**src/rtl/deser32_1.sv**
```systemverilog
// Serial-to-parallel collector: assembles WIDTH serial bits into a registered word with valid/ready output.
// Build option: define DESER32_MSB_FIRST_EN to place the first accepted bit at dout[WIDTH-1].
module deser32_1 #(
   parameter int WIDTH = 32
) (
   input  logic             clk,
   input  logic             reset,
   input  logic             clear,
   input  logic             din,
   input  logic             din_valid,
   output logic             din_ready,
   output logic [WIDTH-1:0] dout,
   output logic             dout_valid,
   input  logic             dout_ready
);

   localparam int IW = $clog2(WIDTH);
   localparam logic [IW-1:0] LAST_IDX = IW'(WIDTH - 1);

   logic [WIDTH-1:0] shadow;
   logic [WIDTH-1:0] word_next;
   logic [IW-1:0]    idx;
   logic [IW-1:0]    pos;
   logic             at_last;
   logic             accept;
   logic             complete;

   assign at_last   = (idx == LAST_IDX);
   // Only the final bit of a word can stall; the output register frees up on consume.
   assign din_ready = !(at_last && dout_valid && !dout_ready);
   assign accept    = din_valid && din_ready && !clear;
   assign complete  = accept && at_last;

`ifdef DESER32_MSB_FIRST_EN
   assign pos = LAST_IDX - idx;
`else
   assign pos = idx;
`endif

   always_comb begin
      word_next      = shadow;
      word_next[pos] = din;
   end

   always_ff @(posedge clk or posedge reset) begin
      if (reset) begin
         shadow     <= '0;
         idx        <= '0;
         dout       <= '0;
         dout_valid <= 1'b0;
      end else begin
         if (clear) begin
            idx <= '0;
         end else if (accept) begin
            shadow <= word_next;
            idx    <= idx + IW'(1);
         end

         // A completing word takes priority over a consume in the same cycle.
         if (complete) begin
            dout       <= word_next;
            dout_valid <= 1'b1;
         end else if (dout_valid && dout_ready) begin
            dout_valid <= 1'b0;
         end
      end
   end

endmodule

```
**config.mk**
```make
export PLATFORM = sky130hd
export DESIGN_NAME = deser32_1
export DESIGN_NICKNAME = d
export VERILOG_FILES = /design/src/rtl/deser32_1.sv
export SDC_FILE = /design/constraint.sdc
export NUM_CORES = 1
export LEC_CHECK = 0
export ABC_AREA = 1
export CAP_MARGIN = 25
export CORE_ASPECT_RATIO = 1.4
export CORE_MARGIN = 2
export CORE_UTILIZATION = 35
export CTS_BUF_LIST = sky130_fd_sc_hd__clkbuf_8 sky130_fd_sc_hd__clkbuf_16
export DETAILED_ROUTE_END_ITERATION = 12
export HOLD_SLACK_MARGIN = 0.1
export PLACE_DENSITY = 0.59
export SYNTH_ARGS = -nofsm -noshare
export SYNTH_HDL_FRONTEND = slang
export SYNTH_SLANG_ARGS = --single-unit
```
**constraint.sdc**
```tcl
create_clock -name clk -period 3.06 [get_ports clk]
set_clock_uncertainty 0.1 [all_clocks]
set_input_delay 0.459 -clock clk [delete_from_list [all_inputs] [get_ports clk]]
set_output_delay 0.459 -clock clk [all_outputs]
set_load 0.02 [all_outputs]
```
==> flow_summary.json, run 1 <==
{
  "max_freq_mhz": 359,
  "fin_worst_hold_slack_ns": 0.374,
  "first_pass_iters": 4,
  "grt_pass1_vias": 2966,
  "syn-num-nets": 478,
  "synthCells": 467,
  "synth_most_common_cell": "nand2_1",
  "final-setup-viol-count": 0,
  "gp_congestion": 0.844,
  "start_util_pct": 35.6,
  "run_status": "finished clean",
  "cpPeakStageDelay_ns": 0.61,
  "synth_edf_count": 0,
  "synth_ff_type": "dfrtp_1",
  "layout-drive-gt1-share_pct": 6.41,
  "synth.largest_area_cell": "dfrtp_1",
  "min_path_type": "reg2reg",
  "drc_errors": 0,
  "antenna_found_initial": 0,
  "report.final.slew_viol_count": 0,
  "power.leakage_nw": 2.26,
  "path_cells": "nand2_1, nor2_1, ha_1, nand3_1, clkdlybuf4s50_1",
  "areaGrowthSynthToFinish_pct": 21.6,
  "coreArea_um2": 9850,
  "die_area_um2": 10800,
  "cts_resized": 0,
  "startpoint_type": "flop",
  "port-buffer-count": 39,
  "synth-seq-cells": 70,
  "hold_viol": 0,
  "synth_cell_types": 19,
  "grt_pass1_wl_um": 14300,
  "grt_max_degree": 71,
  "ys_top_cells_by_count": "nand2_1, dfrtp_1, nand3_1",
  "async_flop_share_pct": 100,
  "relSlewSlack_pct": 56.6,
  "path_max_fanout": 12,
  "track_usage_pct": 17.0,
  "cts_tree": "yes",
  "fillers": 1007,
  "startpoint": "idx[3]",
  "cts.sinks": 70,
  "rsz0062_at_grt": "false",
  "crit_buf_inv": 1,
  "fp.dieW_um": 88.6,
  "synth_top_cell_area_share_pct": 50.0,
  "grt-ovfl-total": 0,
  "syn_area_per_cell_um2": 7.50,
  "p_per_area_nw_per_um2": 524,
  "num_vias": 3033,
  "wl_per_cell_um": 13.2,
  "row_count": 43,
  "fin_crit_sh_pct": 91.0,
  "cpLargestDelayFamily": "flip-flops",
  "critical-path-slowest-cell": "dfrtp_1",
  "r2r-end": "dout[16]",
  "ff_latch_area_um2": 1750,
  "synth.area.top_cells": "dfrtp_1, nand2_1, nand4_1",
  "drt-initial-drc-count": 267,
  "cts_buffer_depth": 2,
  "fin_nets": 506,
  "clock_latency_ns": 0.33,
  "fin_crit_ns": 2.78,
  "clkTransAtPathRegs_ns": 0.05,
  "rr_startpoint": "idx[3]",
  "antennaDiodeCount": 0,
  "synth-seq-area-share_pct": 50.0,
  "cts_htree_levels": 3,
  "setup.worst_path.class": "reg2out",
  "num_io_pins": 40,
  "postCtsSetupRepairBufs": 0,
  "wl_um": 8350,
  "die_h_um": 122,
  "root_buffer": "clkbuf_16",
  "worst_slew_pin_slew_ns": 0.650,
  "maxCapViolCount": 0,
  "worstSetupPathDepth": 5,
  "worstSetupEndpointType": "output pin",
  "dp_hpwl_um": 5300,
  "crit_required_ns": 2.50,
  "yosys_warnings": 0,
  "peakVddDrop_mv": 0.243,
  "worstHoldStart": "dout[6]",
  "cts_buffers": 9,
  "multi_input_area_um2": 1520,
  "crit_end": "din_ready",
  "fin_setup_tns_ns": 0,
  "holdBufCountCts": 0,
  "ant_nets": 0,
  "reg2reg_slack_ns": 0.69,
  "vias_per_cell": 4.78,
  "ff2ff_path_depth": 8,
  "crit_arrival_ns": 2.22,
  "synth_area_um2": 3500
}
==> logic make-up after synthesis <==
family	share of synthesized area [%]
DFF	50.0
xor gates and xnor gates	0.500
and+or+nand+nor	39.7
adders and majority gates	1.79
AOI/OAI and AO/OA	1.29
buffers and inverters	6.71
==> placed cells by master, fill, tap and decap left out <==
cell / count
o21ai_1: 4
o21ai_0: 5
dfrtp_1: 70
buf_4: 7
nor2_4: 1
clkbuf_16: 9
inv_2: 5
nand2_1: 246
nand4_2: 1
xnor2_1: 1
nor2_1: 3
nand3_2: 2
clkdlybuf4s50_1: 39
ha_1: 5
buf_12: 1
clkinv_2: 1
nand3_1: 39
clkbuf_8: 2
nand4_1: 32
nor2_2: 3
xor2_1: 1
inv_1: 22
==> cell type report <==
class	count	share of cell area, %
Clock buffer	11	5.93
Clock inverter	4	0.382
Inverter	24	2.11
Multi-Input combinational cell	343	35.6
Sequential cell	70	41.1
Tap cell	135	3.96
Timing Repair Buffer	47	10.9
==> per-stage QoR <==
| step | instance area, um2 | util, % | total power [mW] | worst slack [ns] | cells |
|---|---|---|---|---|---|
| after floorplan | 3500 | - | 1.25 | 0.733 | 467 |
| after CTS | 4260 | 43.3 | 2.26 | 0.280 | 634 |
| final | 4260 | 43.3 | 2.23 | 0.276 | 634 |
| after detailed placement | 3990 | 40.5 | 1.31 | 0.638 | 619 |
| after global placement | 3990 | 40.5 | 1.30 | 0.763 | 619 |
| after global routing | 4260 | 43.3 | 2.34 | 0.126 | 634 |
==> per-layer routing <==
layer | vias to the layer above | track usage [%] | share of wire, %
met5 | - | 0 | 0
met4 | 0 | 7.20 | 1.3
met3 | 8 | 3.77 | 3.1
met2 | 50 | 27.0 | 51
met1 | 1431 | 22.4 | 45
li1 | 1544 | - | -
==> tightest hold or removal path: cells and delay by family, from the launching register on <==
| kind | cells | cell delay [ns] |
|---|---|---|
| and+or+nand+nor | 2 | 0.10 |
| DFF | 1 | 0.34 |
==> where the power goes <==
group | total [mW] | switching [mW] | internal (mW)
clock | 0.935 | 0.358 | 0.577
combinational | 0.253 | 0.169 | 0.0845
sequential | 1.04 | 0.0402 | 1.00
total | 2.23 | 0.567 | 1.66
==> state kept, by name, indices dropped and copies added, names as in the netlist <==
signal      flops
dout           32
shadow         32
idx             5
dout_valid      1
==> worst min path at each step <==
stage,end,slack [ns],cells after the start
floorplan,shadow[28],0.35,2
global placement,shadow[26],0.36,2
detailed placement,shadow[30],0.36,2
CTS,shadow[20],0.38,2
global route,dout[2],0.39,2
finish,dout[6],0.37,2
No activity file was read; power rests on OpenSTA's default activity.
==> run 2, diff against run 1 <==
- SETUP_SLACK_MARGIN: not set -> 0.1
- SKIP_LAST_GASP: not set -> 1
==> results of run 2 <==
The final DEF is identical to that of run 1; final timing and power are the same.
